**src/rtl/fifo_matrix_loader.sv**
```systemverilog
// fifo_matrix_loader: reads ROWS matrix rows plus one vector word from a word-addressed
// memory and unpacks each word, one element per cycle, into the per-row A FIFOs and the B FIFO.
// Optional feature: define LOADER_PREFETCH_EN to add a one-word holding buffer. The read for the
// next word is then issued while the current word unpacks, so words stream back-to-back.
module fifo_matrix_loader #(
    parameter int unsigned            DATA_WIDTH = 8,
    parameter int unsigned            ROWS       = 8,
    parameter int unsigned            COLS       = 8,
    parameter int unsigned            ADDR_WIDTH = 32,
    parameter logic [ADDR_WIDTH-1:0]  BASE_ADDR  = '0
) (
    input  logic                       clk,
    input  logic                       rst_n,
    input  logic                       start,
    output logic                       busy,
    output logic                       done,
    output logic [ADDR_WIDTH-1:0]      mem_address,
    output logic                       mem_read,
    input  logic                       mem_waitrequest,
    input  logic [DATA_WIDTH*COLS-1:0] mem_readdata,
    input  logic                       mem_readdatavalid,
    output logic [ROWS-1:0]            a_wr_en,
    output logic                       b_wr_en,
    output logic [DATA_WIDTH-1:0]      fifo_wr_data,
    input  logic [ROWS-1:0]            a_full,
    input  logic                       b_full
);

    localparam int unsigned WordW = $clog2(ROWS + 2);
    localparam int unsigned ElemW = $clog2(COLS + 1);
    localparam int unsigned RowW  = (ROWS > 1) ? $clog2(ROWS) : 1;
    localparam int unsigned LineW = DATA_WIDTH * COLS;

    // Word index ROWS is the B vector; it is also the last word of a load.
    localparam logic [WordW-1:0] LastWord = WordW'(ROWS);
    localparam logic [ElemW-1:0] LastElem = ElemW'(COLS - 1);

    typedef enum logic [2:0] {StIdle, StReq, StWait, StUnpack, StDone} state_e;

    state_e                  state_q, state_d;
    logic [WordW-1:0]        word_q, word_d;
    logic [ElemW-1:0]        elem_q, elem_d;
    logic [LineW-1:0]        line_q, line_d;
    logic                    busy_q, busy_d;
    logic                    done_q, done_d;
    logic                    mem_read_q, mem_read_d;
    logic [ADDR_WIDTH-1:0]   mem_addr_q, mem_addr_d;

`ifdef LOADER_PREFETCH_EN
    logic [LineW-1:0]        hold_q, hold_d;
    logic                    hold_vld_q, hold_vld_d;
    logic                    pend_q, pend_d;
`endif

    logic                    is_a;
    logic [RowW-1:0]         row_idx;
    logic                    tgt_full;
    logic                    wr;

    function automatic logic [ADDR_WIDTH-1:0] word_addr(input logic [WordW-1:0] w);
        return BASE_ADDR + ADDR_WIDTH'(w);
    endfunction

    // Decode the target FIFO of the current word and gate the write on its full flag.
    always_comb begin
        is_a     = (word_q < LastWord);
        row_idx  = word_q[RowW-1:0];
        tgt_full = is_a ? a_full[row_idx] : b_full;
        wr       = (state_q == StUnpack) && !tgt_full;
        a_wr_en  = '0;
        b_wr_en  = 1'b0;
        if (wr) begin
            if (is_a) begin
                a_wr_en[row_idx] = 1'b1;
            end else begin
                b_wr_en = 1'b1;
            end
        end
    end

    // Next-state logic for the load sequencer.
    always_comb begin
        state_d    = state_q;
        word_d     = word_q;
        elem_d     = elem_q;
        line_d     = line_q;
        busy_d     = busy_q;
        done_d     = 1'b0;
        mem_read_d = mem_read_q;
        mem_addr_d = mem_addr_q;
`ifdef LOADER_PREFETCH_EN
        hold_d     = hold_q;
        hold_vld_d = hold_vld_q;
        pend_d     = pend_q;
`endif
        unique case (state_q)
            StIdle: begin
                if (start) begin
                    state_d    = StReq;
                    busy_d     = 1'b1;
                    mem_read_d = 1'b1;
                    word_d     = '0;
                    mem_addr_d = BASE_ADDR;
                end
            end
            StReq: begin
                if (!mem_waitrequest) begin
                    mem_read_d = 1'b0;
                    state_d    = StWait;
                end
            end
            StWait: begin
                if (mem_readdatavalid) begin
                    line_d  = mem_readdata;
                    elem_d  = '0;
                    state_d = StUnpack;
`ifdef LOADER_PREFETCH_EN
                    if (word_q != LastWord) begin
                        mem_read_d = 1'b1;
                        mem_addr_d = word_addr(word_q + WordW'(1));
                    end
`endif
                end
            end
            StUnpack: begin
`ifdef LOADER_PREFETCH_EN
                // Background prefetch of the next word into the holding buffer.
                if (mem_read_q && !mem_waitrequest) begin
                    mem_read_d = 1'b0;
                    pend_d     = 1'b1;
                end
                if (pend_q && mem_readdatavalid) begin
                    hold_d     = mem_readdata;
                    hold_vld_d = 1'b1;
                    pend_d     = 1'b0;
                end
`endif
                if (wr) begin
                    line_d = line_q >> DATA_WIDTH;
                    elem_d = elem_q + ElemW'(1);
                    if (elem_q == LastElem) begin
                        if (word_q == LastWord) begin
                            state_d = StDone;
                            busy_d  = 1'b0;
                            done_d  = 1'b1;
                        end else begin
                            word_d = word_q + WordW'(1);
`ifdef LOADER_PREFETCH_EN
                            if (hold_vld_q || (pend_q && mem_readdatavalid)) begin
                                line_d     = hold_vld_q ? hold_q : mem_readdata;
                                hold_vld_d = 1'b0;
                                pend_d     = 1'b0;
                                elem_d     = '0;
                                if (word_d != LastWord) begin
                                    mem_read_d = 1'b1;
                                    mem_addr_d = word_addr(word_q + WordW'(2));
                                end
                            end else if (mem_read_q && mem_waitrequest) begin
                                state_d = StReq;
                            end else begin
                                // Read accepted but data not back yet; WAIT captures it.
                                state_d = StWait;
                                pend_d  = 1'b0;
                            end
`else
                            mem_read_d = 1'b1;
                            mem_addr_d = word_addr(word_q + WordW'(1));
                            state_d    = StReq;
`endif
                        end
                    end
                end
            end
            StDone: begin
                state_d = StIdle;
            end
            default: begin
                state_d = StIdle;
            end
        endcase
    end

    // State and registered outputs; reset aborts any load in flight.
    always_ff @(posedge clk or negedge rst_n) begin
        if (!rst_n) begin
            state_q    <= StIdle;
            word_q     <= '0;
            elem_q     <= '0;
            line_q     <= '0;
            busy_q     <= 1'b0;
            done_q     <= 1'b0;
            mem_read_q <= 1'b0;
            mem_addr_q <= BASE_ADDR;
        end else begin
            state_q    <= state_d;
            word_q     <= word_d;
            elem_q     <= elem_d;
            line_q     <= line_d;
            busy_q     <= busy_d;
            done_q     <= done_d;
            mem_read_q <= mem_read_d;
            mem_addr_q <= mem_addr_d;
        end
    end

`ifdef LOADER_PREFETCH_EN
    // Holding buffer and outstanding-prefetch tracking.
    always_ff @(posedge clk or negedge rst_n) begin
        if (!rst_n) begin
            hold_q     <= '0;
            hold_vld_q <= 1'b0;
            pend_q     <= 1'b0;
        end else begin
            hold_q     <= hold_d;
            hold_vld_q <= hold_vld_d;
            pend_q     <= pend_d;
        end
    end
`endif

    assign busy         = busy_q;
    assign done         = done_q;
    assign mem_read     = mem_read_q;
    assign mem_address  = mem_addr_q;
    // Low element of the shift register is always the element on offer.
    assign fifo_wr_data = line_q[DATA_WIDTH-1:0];

endmodule
```
**config.mk**
```make
export PLATFORM = sky130hd
export DESIGN_NAME = fifo_matrix_loader
export DESIGN_NICKNAME = d
export VERILOG_FILES = /design/src/rtl/fifo_matrix_loader.sv
export SDC_FILE = /design/constraint.sdc
export NUM_CORES = 1
export LEC_CHECK = 0
export ABC_AREA = 1
export CORE_ASPECT_RATIO = 0.6
export CORE_MARGIN = 10
export CORE_UTILIZATION = 40
export DETAILED_ROUTE_END_ITERATION = 8
export HOLD_SLACK_MARGIN = 0.06
export MAX_ROUTING_LAYER = met4
export PLACE_DENSITY = 0.7
export SLEW_MARGIN = 0
export SYNTH_ARGS = -nofsm -noshare
export SYNTH_HDL_FRONTEND = slang
export SYNTH_SLANG_ARGS = --single-unit
```
**constraint.sdc**
```tcl
create_clock -name clk -period 1.5 [get_ports clk]
set_input_delay 0.225 -clock clk [delete_from_list [all_inputs] [get_ports clk]]
set_output_delay 0.225 -clock clk [all_outputs]
set_load 0.005 [all_outputs]
```
==> out/qor.yml <==
critical_path:
  slowest_delay_ns: 0.46
  crit_fanout: 4
  criticalPathCategory: "reg -> out"
  crit_chain: "inv_2 -> nor2_4 -> nand3_2 -> nand3_2 -> o21bai_4 -> nand2_4 -> nor4_1 -> buf_2"
  cp_slowest_cell: "dfrtp_2"
  cpMostUsedCell: "nand3_2"
  cp_num_buf_inv: 2
  cp_top_family: "simple AND/OR/NAND/NOR gates"
  crit_required_ns: 1.27
  end_kind: "primary output"
  start_kind: "flip-flop"
  cp.arrival_ns: 1.88
grt:
  grt_pass1_vias: 4275
  grt_pass1_wl_um: 21800
  grt_max_degree: 73
  grt_overflow: 0
  antenna_found_initial: 0
  grtUsageTotal_pct: 17.7
cells_and_area:
  seq_area_mm2: 0.00196
  n_antenna_cell: 0
  final_common_cell: "nand2_1"
  final_cell_mix: "nand2_1, clkdlybuf4s50_1, inv_1"
  fin_area_mm2: 0.00761
  nNetsFinal: 837
  drive_gt1_share_pct: 38.9
  syn_to_final_growth_pct: 71.7
  multi_input_area_mm2: 0.00250
  fin_util_pct: 71.1
  fillCellCount: 731
route:
  ant_nets: 0
  drt_iter0_drc: 287
  vias: 4564
  drtPass1Iterations: 5
  drc_errors: 0
  avgRoutedWirePerCell_um: 18.5
  totalWireLength_um: 16700
  vias_per_cell: 5.08
clocking:
  htreeDepth: 3
  cts_buffers: 9
  clk-insertion-delay-late_ns: 0.34
  clockRootBuffer: "clkbuf_16"
  cts.reportedPaths.clkPinSlew_ns: 0.06
  cts_tree: "done"
  cts_sinks: 78
  clk_path_buf_depth: 2
die:
  die_area_mm2: 0.0158
  io_pins: 130
  die_h_um: 102
  core-area_mm2: 0.0107
  die_w_um: 156
  start_util_pct: 41.4
  rows: 29
sta:
  rsz0062_at_grt: "yes"
  finalCriticalPeriod_ns: 2.11
  clock_skew_ns: 0.00739
  hold_ws_ns: 0.289
  drv_slew: 0
  hold_violations: 0
  setup_violations: 87
  fin_crit_sh_pct: 140
  setup_ws_ns: -0.606
  max_clock_freq_mhz: 475
flow_run:
  drv_cap: 0
placement:
  place.gp.congestion: 0.860
  post_dp_cell_area_mm2: 0.00567
  io_buffers: 101
  dp.final_hpwl_um: 9380
logic_synthesis:
  synthCells: 580
  ys_seq_area_share_pct: 44.0
  synth_area_mm2: 0.00443
  synth-edff-count: 0
  postSynthAreaPerCell_um2: 7.65
  yosysUniqueCellTypes: 26
  async_flop_share_pct: 100
  ys_ff_latch: 78
  synthFlopType: "dfrtp_1"
  synth-warning-count: 0
pwr:
  swShare_pct: 40.4
  p_leak_nw: 3.72
  switching_power_mw: 6.39
  p_comb_share_pct: 63.3
  p_int_mw: 9.43
  pwr-share-seq_pct: 22.0
  vdd_drop_max_v: 0.00105
  p_clk_share_pct: 14.8
  p_per_area_mw_per_mm2: 2080
outcome:
  violations: "setup timing"
  status: "complete, but fails checks"
hold_path:
  min-delay-path-class: "in -> async"
[stage by stage]
stage / TNS (ns) / setup WS, ns / instances / power [mW]
final: -38.35 / -0.606 / 899 / 15.8
after detailed placement: -41.82 / -0.720 / 824 / 8.65
after floorplan: -6.18 / -0.100 / 607 / 7.06
after global routing: -41.78 / -0.672 / 899 / 16.7
after global placement: -37.53 / -0.650 / 824 / 8.42
after CTS: -29.92 / -0.610 / 862 / 12.2
[flip-flops by register name, summed over array words and instances (netlist names)]
signal       cells
done             1
mem_address      4
state_q          3
line_q          64
busy             1
elem_q           4
mem_read         1
[area by class of cell]
class | count | share of cell area (%)
inverters | 84 | 4.26
clock inverters | 2 | 0.493
repair buffers | 202 | 30.7
clock buffers | 14 | 3.73
flip-flops and latches | 78 | 25.7
multi-input cells | 380 | 32.9
well taps | 139 | 2.28
[what timing repair did]
action / 4_1_cts / 5_1_grt
endpoints found under the setup margin: 91 / 92
hold endpoints to repair: 78 / 0
pin swaps: 14 / 20
hold buffers: 1 / 0
setup buffers: 15 / 28
gates resized for setup: 83 / 216
cloned: 7 / 17
[power groups by stage]
stage | Clock (mW) | Sequential (mW) | Combinational [mW]
after floorplan | 0 | 3.34 | 3.72
after global placement | 0 | 3.38 | 5.04
after detailed placement | 0 | 3.42 | 5.22
after CTS | 2.35 | 3.41 | 6.42
after global routing | 2.45 | 3.57 | 10.7
final | 2.33 | 3.48 | 10.0
[logic make-up after synthesis]
family	after synthesis	synth area share (%)
buffers and inverters	151	18.2
adder cells (fa/ha/maj)	4	1.13
AND/OR/NAND/NOR	219	20.9
flip-flops	78	44.0
other	1	0.0846
XOR/XNOR	2	0.395
AO/OA/AOI/OAI	125	15.3
[metal layers]
layer / track usage [%] / routed length [um]
met1: 23.3 / 7250
met2: 26.6 / 8200
met3: 5.08 / 1040
met4: 3.68 / 172
met5: - / 0
[final timing paths]
check / startpoint / end / slack [ns] / depth (start not counted)
setup reg to reg: mem_address[2]$_DFFE_PN0P_ / line_q[47]$_DFFE_PN0P_ / -0.54 / 13
hold / removal: rst_n / line_q[1]$_DFFE_PN0P_ / 0.29 / 2
setup / recovery: mem_address[2]$_DFFE_PN0P_ / a_wr_en[0] / -0.61 / 8
max in group asynchronous: rst_n / mem_address[2]$_DFFE_PN0P_ / 0.67 / 3
min in group clk: mem_readdata[57] / line_q[57]$_DFFE_PN0P_ / 0.46 / 3
hold reg to reg: busy$_DFFE_PN0P_ / busy$_DFFE_PN0P_ / 0.49 / 2
[synth_stat cells (7+ instances only)]
cell type,count,area (um^2)
nand2_1,149,559
o21ai_0,89,445
inv_1,84,315
dfrtp_1,78,1950
buf_4,37,278
nand3_1,22,110
nor2_1,22,82.6
o21ai_1,16,80.1
clkbuf_1,11,41.3
nand4_1,11,68.8
buf_6,10,113
o21ai_2,10,87.6
a21oi_1,9,45.0
buf_2,7,35.0
No activity file was read; power rests on OpenSTA's default activity.
